<file path="src/rtl/dram_arb_pkg.sv">
// Shared definitions for the two-master DRAM arbiter.
//   state_t       : arbiter FSM encoding (IDLE -> BUSY -> DRAIN -> IDLE)
//   M_IFETCH      : master index of the instruction-fetch port (port 0)
//   M_DATA        : master index of the load/store port (port 1)
//   WD_WIDTH      : width of the watchdog counter
package dram_arb_pkg;

    typedef enum logic [1:0] {
        ST_IDLE  = 2'd0,
        ST_BUSY  = 2'd1,
        ST_DRAIN = 2'd2
    } state_t;

    localparam logic M_IFETCH = 1'b0;
    localparam logic M_DATA   = 1'b1;

    // The watchdog never counts past TIMEOUT (<= 65535), so 16 bits cannot wrap.
    localparam int WD_WIDTH = 16;

endpackage

</file>
<file path="src/rtl/dram_arbiter_if.sv">
// Bus bundle between the two masters, the arbiter and the DRAM slave.
//   m0_* : instruction-fetch master (req/we/addr/wdata in, rdata/ack back)
//   m1_* : load/store master, same shape as m0_*
//   mem_*: DRAM side (cs/we/addr/wdata out of the arbiter, rdata/ack back)
// Modports:
//   slave  : the arbiter's view -- it serves the masters and drives the DRAM.
//   master : the surrounding system's view (masters plus DRAM model).
interface dram_arbiter_if #(
    parameter int ADDR_WIDTH = 32,
    parameter int DATA_WIDTH = 32
);
    logic                  m0_req;
    logic                  m0_we;
    logic [ADDR_WIDTH-1:0] m0_addr;
    logic [DATA_WIDTH-1:0] m0_wdata;
    logic [DATA_WIDTH-1:0] m0_rdata;
    logic                  m0_ack;

    logic                  m1_req;
    logic                  m1_we;
    logic [ADDR_WIDTH-1:0] m1_addr;
    logic [DATA_WIDTH-1:0] m1_wdata;
    logic [DATA_WIDTH-1:0] m1_rdata;
    logic                  m1_ack;

    logic                  mem_cs;
    logic                  mem_we;
    logic [ADDR_WIDTH-1:0] mem_addr;
    logic [DATA_WIDTH-1:0] mem_wdata;
    logic [DATA_WIDTH-1:0] mem_rdata;
    logic                  mem_ack;

    modport slave (
        input  m0_req, m0_we, m0_addr, m0_wdata,
        output m0_rdata, m0_ack,
        input  m1_req, m1_we, m1_addr, m1_wdata,
        output m1_rdata, m1_ack,
        output mem_cs, mem_we, mem_addr, mem_wdata,
        input  mem_rdata, mem_ack
    );

    modport master (
        output m0_req, m0_we, m0_addr, m0_wdata,
        input  m0_rdata, m0_ack,
        output m1_req, m1_we, m1_addr, m1_wdata,
        input  m1_rdata, m1_ack,
        input  mem_cs, mem_we, mem_addr, mem_wdata,
        output mem_rdata, mem_ack
    );

endinterface

</file>
<file path="src/rtl/dram_arbiter_rr_arbiter2.sv">
// Combinational two-requester round-robin picker.
//   req[1:0]   : request vector, bit index = master index
//   last_grant : master that won the previous arbitration
//   gnt[1:0]   : one-hot grant, or zero when nobody requests
// A lone requester always wins; on contention the master that did not win
// last time is chosen.
module rr_arbiter2
    import dram_arb_pkg::*;
(
    input  logic [1:0] req,
    input  logic       last_grant,
    output logic [1:0] gnt
);

    always_comb begin
        gnt = 2'b00;
        if (req[M_IFETCH] && req[M_DATA]) begin
            if (last_grant == M_DATA) begin
                gnt[M_IFETCH] = 1'b1;
            end else begin
                gnt[M_DATA] = 1'b1;
            end
        end else begin
            gnt = req;
        end
    end

endmodule

</file>
<file path="src/rtl/dram_arbiter.sv">
// Two-master DRAM arbiter: instruction fetch (port 0) and load/store (port 1)
// share one DRAM slave.  Each access raises mem_cs until the first mem_ack,
// then waits in DRAIN until the slave's ack tail has ended so a lingering
// ack can never be mistaken for the next access.  A watchdog aborts accesses
// that see no ack within TIMEOUT cycles and sets the sticky timeout_err.
// Ports:
//   clk         : clock, rising edge
//   rst         : asynchronous active-high reset
//   bus         : dram_arbiter_if.slave (masters m0/m1 and DRAM mem_*)
//   timeout_err : sticky watchdog-abort flag, cleared only by rst
module dram_arbiter
    import dram_arb_pkg::*;
#(
    parameter int ADDR_WIDTH = 32,
    parameter int DATA_WIDTH = 32,
    parameter int TIMEOUT    = 1023
) (
    input  logic                 clk,
    input  logic                 rst,
    dram_arbiter_if.slave        bus,
    output logic                 timeout_err
);

    localparam logic [WD_WIDTH-1:0] WD_LIMIT = WD_WIDTH'(TIMEOUT);

    state_t              state_reg, state_next;
    logic                last_grant_reg;
    logic                owner_reg;
    logic [WD_WIDTH-1:0] wd_cnt_reg;

    logic [1:0]          req_vec;
    logic [1:0]          gnt;
    logic                grant_fire;
    logic                ack_fire;
    logic                abort_fire;
    logic                done_fire;
    logic                grant_idx;

    assign req_vec = {bus.m1_req, bus.m0_req};

    rr_arbiter2 u_rr (
        .req        (req_vec),
        .last_grant (last_grant_reg),
        .gnt        (gnt)
    );

    assign grant_idx = gnt[M_DATA] ? M_DATA : M_IFETCH;

    // ------------------------------------------------------------------
    // FSM: state register
    // ------------------------------------------------------------------
    always_ff @(posedge clk or posedge rst) begin
        if (rst) begin
            state_reg <= ST_IDLE;
        end else begin
            state_reg <= state_next;
        end
    end

    // ------------------------------------------------------------------
    // FSM: next state and the event strobes used by the datapath
    // ------------------------------------------------------------------
    always_comb begin
        state_next = state_reg;
        grant_fire = 1'b0;
        ack_fire   = 1'b0;
        abort_fire = 1'b0;
        case (state_reg)
            ST_IDLE: begin
                // mem_ack here is a stray and is deliberately ignored.
                if (|gnt) begin
                    grant_fire = 1'b1;
                    state_next = ST_BUSY;
                end
            end
            ST_BUSY: begin
                if (bus.mem_ack) begin
                    ack_fire   = 1'b1;
                    state_next = ST_DRAIN;
                end else if (wd_cnt_reg == WD_LIMIT) begin
                    abort_fire = 1'b1;
                    state_next = ST_DRAIN;
                end
            end
            ST_DRAIN: begin
                if (!bus.mem_ack) begin
                    state_next = ST_IDLE;
                end
            end
            default: begin
                state_next = ST_IDLE;
            end
        endcase
    end

    assign done_fire = ack_fire | abort_fire;

    // ------------------------------------------------------------------
    // Datapath: DRAM command, watchdog, master responses
    // ------------------------------------------------------------------
    always_ff @(posedge clk or posedge rst) begin
        if (rst) begin
            last_grant_reg <= M_DATA;   // so port 0 wins the first contention
            owner_reg      <= M_IFETCH;
            wd_cnt_reg     <= '0;
            bus.mem_cs     <= 1'b0;
            bus.mem_we     <= 1'b0;
            bus.mem_addr   <= '0;
            bus.mem_wdata  <= '0;
            bus.m0_rdata   <= '0;
            bus.m1_rdata   <= '0;
            bus.m0_ack     <= 1'b0;
            bus.m1_ack     <= 1'b0;
            timeout_err    <= 1'b0;
        end else begin
            // Acks are single-cycle pulses by default.
            bus.m0_ack <= 1'b0;
            bus.m1_ack <= 1'b0;

            if (grant_fire) begin
                // Every grant moves the round-robin pointer, so a master that
                // re-requests right after its ack yields to a waiting peer.
                owner_reg      <= grant_idx;
                last_grant_reg <= grant_idx;
                wd_cnt_reg     <= '0;
                bus.mem_cs     <= 1'b1;
                if (grant_idx == M_DATA) begin
                    bus.mem_we    <= bus.m1_we;
                    bus.mem_addr  <= bus.m1_addr;
                    bus.mem_wdata <= bus.m1_wdata;
                end else begin
                    bus.mem_we    <= bus.m0_we;
                    bus.mem_addr  <= bus.m0_addr;
                    bus.mem_wdata <= bus.m0_wdata;
                end
            end

            if (state_reg == ST_BUSY && !done_fire) begin
                wd_cnt_reg <= wd_cnt_reg + 1'b1;
            end

            if (done_fire) begin
                bus.mem_cs <= 1'b0;
                // An aborted access still acks so the master cannot hang;
                // its rdata is left untouched.
                if (owner_reg == M_DATA) begin
                    bus.m1_ack <= 1'b1;
                    if (ack_fire && !bus.mem_we) begin
                        bus.m1_rdata <= bus.mem_rdata;
                    end
                end else begin
                    bus.m0_ack <= 1'b1;
                    if (ack_fire && !bus.mem_we) begin
                        bus.m0_rdata <= bus.mem_rdata;
                    end
                end
            end

            if (abort_fire) begin
                timeout_err <= 1'b1;
            end
        end
    end

endmodule

</file>
<file path="src/flat_wrapper.sv">
// flat-port wrapper written by rule: the top's interface ports become plain ports
module dram_arbiter_flat import dram_arb_pkg::*;
#(
    parameter int ADDR_WIDTH = 32,
    parameter int DATA_WIDTH = 32,
    parameter int TIMEOUT    = 1023
)
  (clk, rst, timeout_err, bus_m0_req, bus_m0_we, bus_m0_addr, bus_m0_wdata, bus_m0_rdata, bus_m0_ack, bus_m1_req, bus_m1_we, bus_m1_addr, bus_m1_wdata, bus_m1_rdata, bus_m1_ack, bus_mem_cs, bus_mem_we, bus_mem_addr, bus_mem_wdata, bus_mem_rdata, bus_mem_ack);
  dram_arbiter_if #(.ADDR_WIDTH(ADDR_WIDTH), .DATA_WIDTH(DATA_WIDTH)) bus_i ();
  input  logic clk;
  input  logic rst;
  output logic timeout_err;
  input wire logic [$bits(bus_i.m0_req)-1:0] bus_m0_req;
  input wire logic [$bits(bus_i.m0_we)-1:0] bus_m0_we;
  input wire logic [$bits(bus_i.m0_addr)-1:0] bus_m0_addr;
  input wire logic [$bits(bus_i.m0_wdata)-1:0] bus_m0_wdata;
  output wire logic [$bits(bus_i.m0_rdata)-1:0] bus_m0_rdata;
  output wire logic [$bits(bus_i.m0_ack)-1:0] bus_m0_ack;
  input wire logic [$bits(bus_i.m1_req)-1:0] bus_m1_req;
  input wire logic [$bits(bus_i.m1_we)-1:0] bus_m1_we;
  input wire logic [$bits(bus_i.m1_addr)-1:0] bus_m1_addr;
  input wire logic [$bits(bus_i.m1_wdata)-1:0] bus_m1_wdata;
  output wire logic [$bits(bus_i.m1_rdata)-1:0] bus_m1_rdata;
  output wire logic [$bits(bus_i.m1_ack)-1:0] bus_m1_ack;
  output wire logic [$bits(bus_i.mem_cs)-1:0] bus_mem_cs;
  output wire logic [$bits(bus_i.mem_we)-1:0] bus_mem_we;
  output wire logic [$bits(bus_i.mem_addr)-1:0] bus_mem_addr;
  output wire logic [$bits(bus_i.mem_wdata)-1:0] bus_mem_wdata;
  input wire logic [$bits(bus_i.mem_rdata)-1:0] bus_mem_rdata;
  input wire logic [$bits(bus_i.mem_ack)-1:0] bus_mem_ack;
  assign bus_i.m0_req = bus_m0_req;
  assign bus_i.m0_we = bus_m0_we;
  assign bus_i.m0_addr = bus_m0_addr;
  assign bus_i.m0_wdata = bus_m0_wdata;
  assign bus_m0_rdata = bus_i.m0_rdata;
  assign bus_m0_ack = bus_i.m0_ack;
  assign bus_i.m1_req = bus_m1_req;
  assign bus_i.m1_we = bus_m1_we;
  assign bus_i.m1_addr = bus_m1_addr;
  assign bus_i.m1_wdata = bus_m1_wdata;
  assign bus_m1_rdata = bus_i.m1_rdata;
  assign bus_m1_ack = bus_i.m1_ack;
  assign bus_mem_cs = bus_i.mem_cs;
  assign bus_mem_we = bus_i.mem_we;
  assign bus_mem_addr = bus_i.mem_addr;
  assign bus_mem_wdata = bus_i.mem_wdata;
  assign bus_i.mem_rdata = bus_mem_rdata;
  assign bus_i.mem_ack = bus_mem_ack;
  dram_arbiter #(.ADDR_WIDTH(ADDR_WIDTH), .DATA_WIDTH(DATA_WIDTH), .TIMEOUT(TIMEOUT)) u_core (.clk(clk), .rst(rst), .bus(bus_i), .timeout_err(timeout_err));
endmodule
</file>
<file path="config.mk">
export PLATFORM = sky130hd
export DESIGN_NAME = dram_arbiter_flat
export DESIGN_NICKNAME = d
export VERILOG_FILES = /design/src/rtl/dram_arb_pkg.sv /design/src/rtl/dram_arbiter_if.sv /design/src/rtl/dram_arbiter_rr_arbiter2.sv /design/src/rtl/dram_arbiter.sv /design/src/flat_wrapper.sv
export SDC_FILE = /design/constraint.sdc
export NUM_CORES = 1
export LEC_CHECK = 0
export ABC_AREA = 1
export CAP_MARGIN = 15
export CELL_PAD_IN_SITES_DETAIL_PLACEMENT = 1
export CELL_PAD_IN_SITES_GLOBAL_PLACEMENT = 2
export CORE_ASPECT_RATIO = 0.5
export CORE_UTILIZATION = 21
export DETAILED_ROUTE_END_ITERATION = 6
export GPL_ROUTABILITY_DRIVEN = 0
export PLACE_DENSITY = 0.72
export SYNTH_ARGS = -nofsm -noshare
export SYNTH_HDL_FRONTEND = slang
export SYNTH_SLANG_ARGS = --single-unit
</file>
<file path="constraint.sdc">
create_clock -name clk -period 4.6 [get_ports clk]
set_input_delay 0.46 -clock clk [delete_from_list [all_inputs] [get_ports clk]]
set_output_delay 0.46 -clock clk [all_outputs]
set_load 0.01 [all_outputs]
</file>
### Word-level counts from Yosys, hierarchy flattened

Cells that the tools add are included.
Widths: inputs -> output; s select.

* reduce and logical (&&, ||, !) cells: 12
* $add $sub $neg: 1
* $lt $le $gt $ge: 0
* shift-type cells: 0
* multiply operators: 0
* eq/ne operators: 6
* div/mod/pow operators: 0
* muxes and demuxes: 27
* bitwise operators: 2

Operators by type and width (count)
* $mux 32: 2
* $mux 16: 2
* $mux 1: 17
* $add 16x1->16 const B: 1
* $eq 16x10->1 const B: 1
* $mux 2: 5
* $reduce_and 3->1: 3
* $pmux 2 s3: 1
* $reduce_bool 2->1: 2
* $logic_and 1x1->1: 3
* $ne 3x2->1 const B: 1
* $eq 2x1->1 const B: 1
* $eq 2x2->1 const B: 1
* $logic_not 1->1: 2
* $logic_not 2->1: 1
* $ne 2x1->1 const B: 1
* $ne 2x2->1 const B: 1
* $reduce_or 2->1: 1
* $not 1->1: 1
* $or 1x1->1: 1

* latch bits: 0
* bits in writable memories: 0
* register bits: 153
* input port bits: 167
* word-level logic and storage cells: 61
* memories kept: 0
* bits in read-only memories: 0

### Longest topological paths before layout

* depth in word-level cells: 8
* depth in mapped cells: 10
* depth with buffers taken out: 9

### By module

From an unflattened synthesis, not the netlist that was laid out.

* cell total of the unflattened synthesis: 858
* area, all modules: 7153.1 um2

By module, submodules not included
* dram_arbiter: times used 1, area each 7131.8 um2, cells an instance 853, sequential area each 3829.9 um2
* rr_arbiter2: times used 1, area each 21.3 um2, cells an instance 5, sequential area each 0.0 um2

### Worst setup path after synthesis

No wires, ideal clock.

* path kind: register to register
* from: register u_core.wd_cnt_reg[0]
* to: register u_core.wd_cnt_reg[14]
* stages on the path, launching flop included: 10
* data required time: 4.482 ns
* setup slack: 3.174 ns
* arrival: 1.308 ns
* cell sequence: dfrtp_1 > ha_1 > nand3_2 > inv_2 > nand2_2 > nor2_2 > nor2_4 > buf_6 > nand2_1 > nand2_1

* word-level cells in the longest chain between the ends: 8
* elaborated cells between the ends (all ways): 10
* those cells by class: add/sub (1); eq/ne (1); mux (4); bitwise (1); reduce/logical (3)

Ends and longest elaborated chain
* start: declaration: RTL line dram_arbiter.sv:29 `logic [WD_WIDTH-1:0] wd_cnt_reg;`
* start signal: assignment: RTL line dram_arbiter.sv:139 `wd_cnt_reg <= wd_cnt_reg + 1'b1;`
* $eq 16x10->1: RTL line dram_arbiter.sv:80 `end else if (wd_cnt_reg == WD_LIMIT) begin`
* $mux 1: RTL line dram_arbiter.sv:80
* $mux 1: RTL line dram_arbiter.sv:77 `if (bus.mem_ack) begin`
* $mux 1: RTL line dram_arbiter.sv:68 `case (state_reg)`
* $or 1x1->1: RTL line dram_arbiter.sv:96 `assign done_fire = ack_fire | abort_fire;`
* $logic_not 1->1: RTL line dram_arbiter.sv:138 `if (state_reg == ST_BUSY && !done_fire) begin`
* $logic_and 1x1->1: RTL line dram_arbiter.sv:138
* $mux 16 / $reduce_bool 2->1 (equally long branches)

Parallel ways exist; a longest one is shown, timed or not.
A chain may end at the register's enable or synchronous reset.

### Worst setup path after layout

* from: input port bus_m1_req
* to: register u_core.bus.mem_addr[4]

* word-level cells in the longest chain between the ends: 5
* elaborated cells between the ends (all ways): 7
* those cells by class: mux (5); reduce/logical (2)

Ends and longest elaborated chain
* start: declaration: RTL line flat_wrapper.sv:19 `input wire logic [$bits(bus_i.m1_req)-1:0] bus_m1_req;`
* $logic_and 1x1->1: RTL line dram_arbiter_rr_arbiter2.sv:17 `if (req[M_IFETCH] && req[M_DATA]) begin`
* $mux 2 (*): RTL line dram_arbiter_rr_arbiter2.sv:17
* $reduce_or 2->1: RTL line dram_arbiter.sv:71 `if (|gnt) begin`
* $mux 1: RTL line dram_arbiter.sv:71
* $mux 1: RTL line dram_arbiter.sv:68
* end signal: assignment: RTL line dram_arbiter.sv:129 `bus.mem_addr <= bus.m1_addr;`
* end signal: assignment: RTL line dram_arbiter.sv:133 `bus.mem_addr <= bus.m0_addr;`
* end: declaration: RTL line dram_arbiter_if.sv:38 `output mem_cs, mem_we, mem_addr, mem_wdata,`

Every way passes the cells marked *; elsewhere a longest branch is shown, timed or not.

==> flow_summary.json <==
{
  "outcome": "complete, no violations",
  "cts_hold_buf": 0,
  "cp-end-kind": "register",
  "cts_resized": 0,
  "clock.fmax_mhz": 499.6,
  "num_vias": 6456,
  "regToRegEndpoint": "u_core.bus.mem_addr[4]",
  "antenna_left": 0,
  "track_usage": 0.1588,
  "p_leak_nw": 4.810,
  "htreeDepth": 4,
  "slew_violations": 0,
  "grt_pass1_wl_mm": 40.50,
  "worstMarginPinSlew_ns": 0.8641,
  "tns_ns": 0,
  "post-route-drc-count": 0,
  "setup_violations": 0,
  "critPathRequiredTime_ns": 4.96,
  "mappedNetlistNets": 956,
  "maxSlewHeadroom": 0.4239,
  "layout_common_cells": "clkdlybuf4s50_1, nand2_1, dfrtp_1",
  "wl_per_cell_um": 17.35,
  "overflow": 0,
  "layout_commonest_cell": "clkdlybuf4s50_1",
  "core.rowCount": 46,
  "yosysWarnings": 0,
  "crit_path_start_kind": "input port",
  "cp-endpoint": "u_core.bus.mem_addr[4]",
  "fin_crit_sh": 0.4351,
  "critPathMaxFanout": 87,
  "insertion_delay_ns": 0.45,
  "avgViaCountPerCell": 4.256,
  "io_buffers": 299,
  "syn_area_um2": 6914,
  "finalPower_w": 0.006961,
  "nNetsFinal": 1238,
  "synth_cells": 788,
  "drt-total-wl_mm": 26.32,
  "ys_ff_latch": 153,
  "powerDensity_nw_per_um2": 637.0,
  "antenna_found_initial": 2,
  "rrSetupSlack_ns": 2.68,
  "yosysUniqueCellTypes": 28,
  "hold_slack_ns": 0.4694,
  "crit_start": "bus_m1_req",
  "initial_utilization": 0.2157,
  "cts-buffers-inserted": 17,
  "grt_pass1_vias": 6867,
  "drv_cap": 0,
  "fin_crit_ns": 2.002,
  "seq_area_frac_synth": 0.5539,
  "clkSlewWorstSetupHoldPaths_ns": 0.06,
  "area.growth.synth_to_final_pct": 58.07,
  "die_y_um": 130.3,
  "n_fill_cell": 3716,
  "rsz0062_at_grt": "false",
  "avgSynthCellArea_um2": 8.774,
  "grt_max_degree": 88,
  "hpwl_mm": 18.99,
  "die_area_um2": 33700,
  "cts_tree": "built",
  "drtIter0Drc": 284,
  "die-width_um": 258.6,
  "clockBufferDepth": 2,
  "ios": 300,
  "clock-sinks": 153,
  "post-cts-setup-buffers": 0,
  "first_pass_iters": 4,
  "fin_skew_ns": 0.009120,
  "path_class": "input port to register",
  "hold_viol": 0,
  "final_core_util": 0.3409,
  "worstReg2RegStart": "u_core.state_reg[0]",
  "core_area_um2": 32060,
  "root_buffer": "clkbuf_16",
  "drive_gt1_frac": 0.09418,
  "crit_arrival_ns": 2.36,
  "reg2reg_depth": 4,
  "worstHoldPathType": "register to register",
  "peakVddDrop_mv": 0.2753
}
layer usage:
metal,global-route usage,part of all wire
met1,0.1910,0.43
met3,0.02855,0.022
met4,0.06265,0.021
met2,0.2842,0.53
met5,0,0
cell usage after synthesis:
cell      instances  area, µm²
nand3_2           3      30.03
o21ai_0          90      450.4
clkbuf_1         16      60.06
buf_2            10      50.05
o21ai_2          35      306.5
nor2_4            3      33.78
nor2_1           88      330.3
nor2_2            2      12.51
buf_1             2      7.510
nand2_1         210      788.3
dfstp_2           1      26.28
or2_2             1      6.260
o21bai_1          1      7.510
nand2_2           4      25.02
buf_6            14      157.7
nand3_1          29      145.1
nand2_4           3      33.78
nor3_4            1      16.27
ha_1              1      12.51
o21ai_1          34      170.2
dfrtp_1         152       3804
nor2_8            1      20.02
xor2_1            5      43.79
nand4_1           7      43.79
a31oi_1          19      118.9
buf_4             1      7.510
inv_1            49      183.9
inv_2             6      22.52
cell families (layout without fill, tap and decap cells):
| group | after synthesis | after routing | share of synthesized area |
|---|---|---|---|
| buffers and inverters | 98 | 393 | 0.07076 |
| AND/OR/NAND/NOR | 352 | 352 | 0.2148 |
| XOR/XNOR | 5 | 5 | 0.006333 |
| AO/OA/AOI/OAI | 179 | 179 | 0.1524 |
| flip-flops | 153 | 153 | 0.5539 |
| other | 0 | 2 | 0 |
| adder cells (fa/ha/maj) | 1 | 1 | 0.001809 |
worst max-delay path, cell delays in order:
cell             delay, ns
clkdlybuf4s50_1       0.49
nor2_1                0.08
nor3_4                0.14
buf_4                 0.69
o21ai_0               0.23
o21ai_0               0.22
metrics by stage:
stage / cell area, µm² / std cells / worst slack (ns)
2_1_floorplan: 6914 / 788 / 0.02021
3_3_place_gp: 10220 / 1483 / 2.206
3_5_place_dp: 10220 / 1483 / 2.103
4_1_cts: 10920 / 1515 / 2.587
5_1_grt: 10930 / 1517 / 2.405
6_report: 10930 / 1517 / 2.598
worst min path at each step:
stage | startpoint | end | slack, ns | cells past startpoint
floorplan | u_core.last_grant_reg | u_core.last_grant_reg | 0.44 | 2
global placement | u_core.timeout_err | u_core.timeout_err | 0.45 | 2
detailed placement | u_core.timeout_err | u_core.timeout_err | 0.46 | 2
CTS | u_core.timeout_err | u_core.timeout_err | 0.48 | 2
global route | u_core.bus.m0_rdata[15] | u_core.bus.m0_rdata[15] | 0.50 | 2
finish | u_core.timeout_err | u_core.timeout_err | 0.47 | 2
cell type report:
type | instances | area [µm²] | area share
Antenna cell | 2 | 5.005 | 0.0004579
Clock buffer | 19 | 452.9 | 0.04144
Clock inverter | 13 | 246.5 | 0.02255
Inverter | 55 | 211.5 | 0.01935
Multi-Input combinational cell | 537 | 2597 | 0.2377
Sequential cell | 153 | 3830 | 0.3504
Tap cell | 432 | 540.5 | 0.04946
Timing Repair Buffer | 306 | 3045 | 0.2786
power breakdown:
group	leakage, nW	internal (W)	total, W	switching [W]
clock	0.343	0.00110	0.00170	0.000604
combinational	2.57	0.00147	0.00296	0.00149
sequential	1.89	0.00195	0.00230	0.000350
Power figures use the tool's default switching activity.
==> RTL change 1 (config.mk and constraints unchanged) <==
Reset style: synchronous (`rst`), changed in 2 clocked blocks. Comments in the files are not updated.
--- a/src/rtl/dram_arbiter.sv
+++ b/src/rtl/dram_arbiter.sv
@@ -49,7 +49,7 @@
     // ------------------------------------------------------------------
     // FSM: state register
     // ------------------------------------------------------------------
-    always_ff @(posedge clk or posedge rst) begin
+    always_ff @(posedge clk) begin
         if (rst) begin
             state_reg <= ST_IDLE;
         end else begin
@@ -98,7 +98,7 @@
     // ------------------------------------------------------------------
     // Datapath: DRAM command, watchdog, master responses
     // ------------------------------------------------------------------
-    always_ff @(posedge clk or posedge rst) begin
+    always_ff @(posedge clk) begin
         if (rst) begin
             last_grant_reg <= M_DATA;   // so port 0 wins the first contention
             owner_reg      <= M_IFETCH;
Function: differs if rst is asserted again (counterexample within 4 cycles, from zero or initial values and one cycle with rst high); with rst held inactive, the same outputs for 4 cycles.
==> RTL change 1 against the unedited design <==
Global-route usage is 1.3 points higher. Synthesized area is 8.2% lower. Cell area is 7.0% lower. Critical endpoint is now u_core.bus.mem_addr[19]. Wire length is 0.16% higher. Hold slack worse by 7.3 ps. Worst setup slack worse by 380 ps. Largest cell class is now buffers. First-iteration DRC count is 26% higher. Cell count is 0.26% lower. Sequential cell count stayed put.
Power is not compared: it rests on default switching activity, and its combinational part moved more than twofold at a synthesized area within 25%.
==> RTL change 1: results (changes against the unedited design) <==
* Required @ worst endpoint at 4890 ps (-70 ps)
* Worst hold slack at 462 ps (-7.27 ps)
* Slowest-stage cell, CP: o21ai_2
* Met1 wire length at 11300 µm (+0.97%)
* Reg2Reg Depth at 6 (+2)
* Setup Skew at 10.4 ps (+1.23 ps)
* Syn nets at 1015 (+6.2%)
* Max Used Layer: met5
* FILL cells at 3547 (-4.5%)
* PostCTS Resize Cnt at 0 (unchanged)
* Antenna violations before repair at 3 (+1)
* List of most frequent post-synthesis cells: nand2_1 (246), dfxtp_1 (153), nand3_1 (88)
* Library cells used by synthesis at 27 (-3.6%)
* Worst slew pin tran at 971 ps (+106 ps)
* Post-synthesis sequential area ratio at 0.482 (-0.0716)
* Global-route wire length before repair at 41300 µm (+1.9%)
* Fin crit period at 2390 ps (+385 ps)
* Dpl cell area at 9570 µm² (-6.4%)
* Synth top area cells: dfxtp_1 (48%), nand2_1 (15%), nand3_1 (6.9%)
* Total GRT Usage at 0.172 (+0.0128)
* Post-place setup slack at 1690 ps (-412 ps)
* Reg-to-Reg Start: u_core.owner_reg
* Adder-Cell Fraction of Synth Area at 0.00197 (+0.000161)
* Synth Instances at 847 (+7.5%)
* Storage cell area at 3060 µm² (-20%)
* Cells after DPL at 1479 (-0.27%)
* Hold path start: u_core.bus.m0_rdata[26]
* Asr flop ratio synth at 0 (-1.00)
* Max incr delay on CP at 730 ps (+40 ps)
* Share of layout cells above drive strength 1 at 0.0571 (-0.0371)
* Crit Path Max Fanout at 97 (+11%)
* R2r setup slk at 2480 ps (-200 ps)
* Min-Delay Endpoint: u_core.bus.m0_rdata[26]
* Worst VDD drop at 239 µV
* Layout Nets at 1276 (+3.1%)
* Xor and xnor area share after synthesis at 0.00690 (+0.000563)
* Routed WL at 26400 µm (+0.16%)
* Reg-to-Reg End: u_core.bus.m0_rdata[30]
* Outcome: finished, final reports clean
[RTL change 1: metal layers]
metal	track usage	up-vias
met3	0.0414	27
met5	0	-
li1	-	3389
met1	0.201	3304
met2	0.308	108
met4	0.0509	2
[RTL change 1: area by class of cell]
cell class	instances	share of cell area
Tap cell	391	0.0481
Clock buffer	21	0.0463
Sequential cell	153	0.301
Multi-Input combinational cell	605	0.281
Antenna cell	1	0.000246
Clock inverter	11	0.00948
Inverter	21	0.00788
Timing Repair Buffer	310	0.305
[RTL change 1: power breakdown]
group	switching [mW]	total [mW]	internal [mW]
Combinational	0.337	0.685	0.349
Clock	0.607	1.39	0.786
Sequential	0.0493	1.47	1.42
Total	0.993	3.54	2.55
[RTL change 1: worst reg2reg max path, stage by stage (launching register included)]
cell	delay, ps
dfxtp_1	710
buf_4	430
clkinv_1	160
nand2_1	100
buf_4	360
nand2_1	120
a21oi_1	160
==> RTL change 2 (same settings) <==
Without the edit above. `TIMEOUT` is set to 1023 in 2 places; all go to 511.
--- a/src/rtl/dram_arbiter.sv
+++ b/src/rtl/dram_arbiter.sv
@@ -13,7 +13,7 @@
 #(
     parameter int ADDR_WIDTH = 32,
     parameter int DATA_WIDTH = 32,
-    parameter int TIMEOUT    = 1023
+    parameter int TIMEOUT    = 511
 ) (
     input  logic                 clk,
     input  logic                 rst,
--- a/src/flat_wrapper.sv
+++ b/src/flat_wrapper.sv
@@ -3,7 +3,7 @@
 #(
     parameter int ADDR_WIDTH = 32,
     parameter int DATA_WIDTH = 32,
-    parameter int TIMEOUT    = 1023
+    parameter int TIMEOUT    = 511
 )
   (clk, rst, timeout_err, bus_m0_req, bus_m0_we, bus_m0_addr, bus_m0_wdata, bus_m0_rdata, bus_m0_ack, bus_m1_req, bus_m1_we, bus_m1_addr, bus_m1_wdata, bus_m1_rdata, bus_m1_ack, bus_mem_cs, bus_mem_we, bus_mem_addr, bus_mem_wdata, bus_mem_rdata, bus_mem_ack);
   dram_arbiter_if #(.ADDR_WIDTH(ADDR_WIDTH), .DATA_WIDTH(DATA_WIDTH)) bus_i ();
Check against the original RTL: same outputs for any inputs over 4 cycles, from zero or initial values and one cycle with rst high; that may be too few to reach the edited logic, so the function may still have changed.
==> RTL change 2 against the unedited design <==
Cell area decreased by 1.3%. Clock power decreased by 18%. Total power decreased by 3.8%. Synthesized area decreased by 0.18%. Core utilization decreased by 0.38 points. Sequential cell count unchanged. Worst setup slack got worse by 4.0 ps. Wire length increased by 0.90%. Highest routed layer unchanged.
==> RTL change 2: results (changes against the unedited design) <==
* Max_slew headroom at 0.380 (-0.0440)
* Share of layout cells above drive strength 1 at 0.0905 (-0.00369)
* Reg-to-Reg End: u_core.bus.mem_addr[21]
* Diode count at 0 (-2)
* Synth Instances at 789 (+0.13%)
* Vias in the first global route at 6905 (+0.55%)
* Drt pass-1 iters at 4 (unchanged)
* Worst VDD drop at 270 µV (-1.9%)
* DR vias at 6408 (-0.74%)
* Synth top area cells: dfrtp_1 (55%), nand2_1 (12%), o21ai_0 (6.6%)
* List of most frequent post-synthesis cells: nand2_1 (212), dfrtp_1 (152), o21ai_0 (91)
* Library cells used by synthesis at 27 (-3.6%)
* FILL cells at 3702 (-0.38%)
* Largest net degree at the start of global routing at 98 (+11%)
* Global-route wire length before repair at 40600 µm (+0.36%)
* DR iter-0 viols at 370 (+30%)
* Antenna violations before repair at 0 (-2)
* Hpwl dp at 19000 µm (+0.28%)
* Leak at 4.74 nW (-1.5%)
* Setup Skew at 6.01 ps (-3.11 ps)
* Total GRT Usage at 0.158 (-0.000444)
* Syn nets at 957 (+0.10%)
* Cells after DPL at 1482 (-0.067%)
* Outcome: finished, final reports clean
* Routed WL at 26600 µm (+0.90%)
[RTL change 2: cell count changes after synthesis, moves of 2 or more]
cell and delta:
o21ai_1 -2, nand3_1 +5, o21ai_2 +2, clkbuf_1 -2, buf_6 -3, nand2_2 -2
nand3_2 -3, nand2_1 +2, buf_2 +2, buf_4 +2
[RTL change 2: how the worst max path moves through the flow]
stage | to
floorplan | u_core.bus.m0_ack
global placement | u_core.bus.mem_addr[25]
detailed placement | u_core.bus.mem_addr[30]
CTS | bus_mem_we
global route | u_core.bus.mem_addr[4]
finish | u_core.bus.mem_addr[21]
[RTL change 2: area by class of cell]
cell class                 count  area (µm²)  area share
clock inverter                15         144      0.0133
inverter                      56         215      0.0199
sequential                   153        3830       0.355
tap                          432         541      0.0501
timing repair buffer         305        3050       0.283
multi-input combinational    537        2580       0.239
clock buffer                  17         425      0.0394
[RTL change 2: critical path, stage by stage]
cell and delay [ps]:
clkdlybuf4s50_1 500, nor2_1 90, nor3_4 140, buf_4 710, o21ai_0 230, o21ai_0 200
[RTL change 2: cells by family (layout without fill, tap and decap cells)]
kind of cell	Yosys count	count (layout)	synth area share
flip-flops	153	153	0.555
buffers and inverters	99	393	0.0712
XOR/XNOR	4	4	0.00508
AND/OR/NAND/NOR	353	353	0.214
adder cells (fa/ha/maj)	1	1	0.00181
AO/OA/AOI/OAI	179	179	0.153
[RTL change 2: layer usage]
metal,part of all wire,up-vias,GRT usage
li1,-,3114,-
met1,0.44,3157,0.203
met2,0.50,99,0.269
met3,0.029,38,0.0243
met4,0.024,0,0.0661
met5,0,-,0
[RTL change 2: stage by stage]
step	area [µm²]	hold slack (ps)	utilization	worst slack, ps	power [mW]
floorplan	6900	443	-	20.2	3.63
global placement	10200	456	0.319	2210	5.28
detailed placement	10200	468	0.319	2120	5.36
CTS	10800	485	0.336	2580	6.81
global route	10800	495	0.337	2350	7.16
finish	10800	485	0.337	2590	6.69
[RTL change 2: power by group]
part           switching (mW)  internal (mW)  leakage [nW]
Sequential              0.355           1.95          1.89
Clock                   0.648          0.757         0.273
Combinational            1.51           1.48          2.57
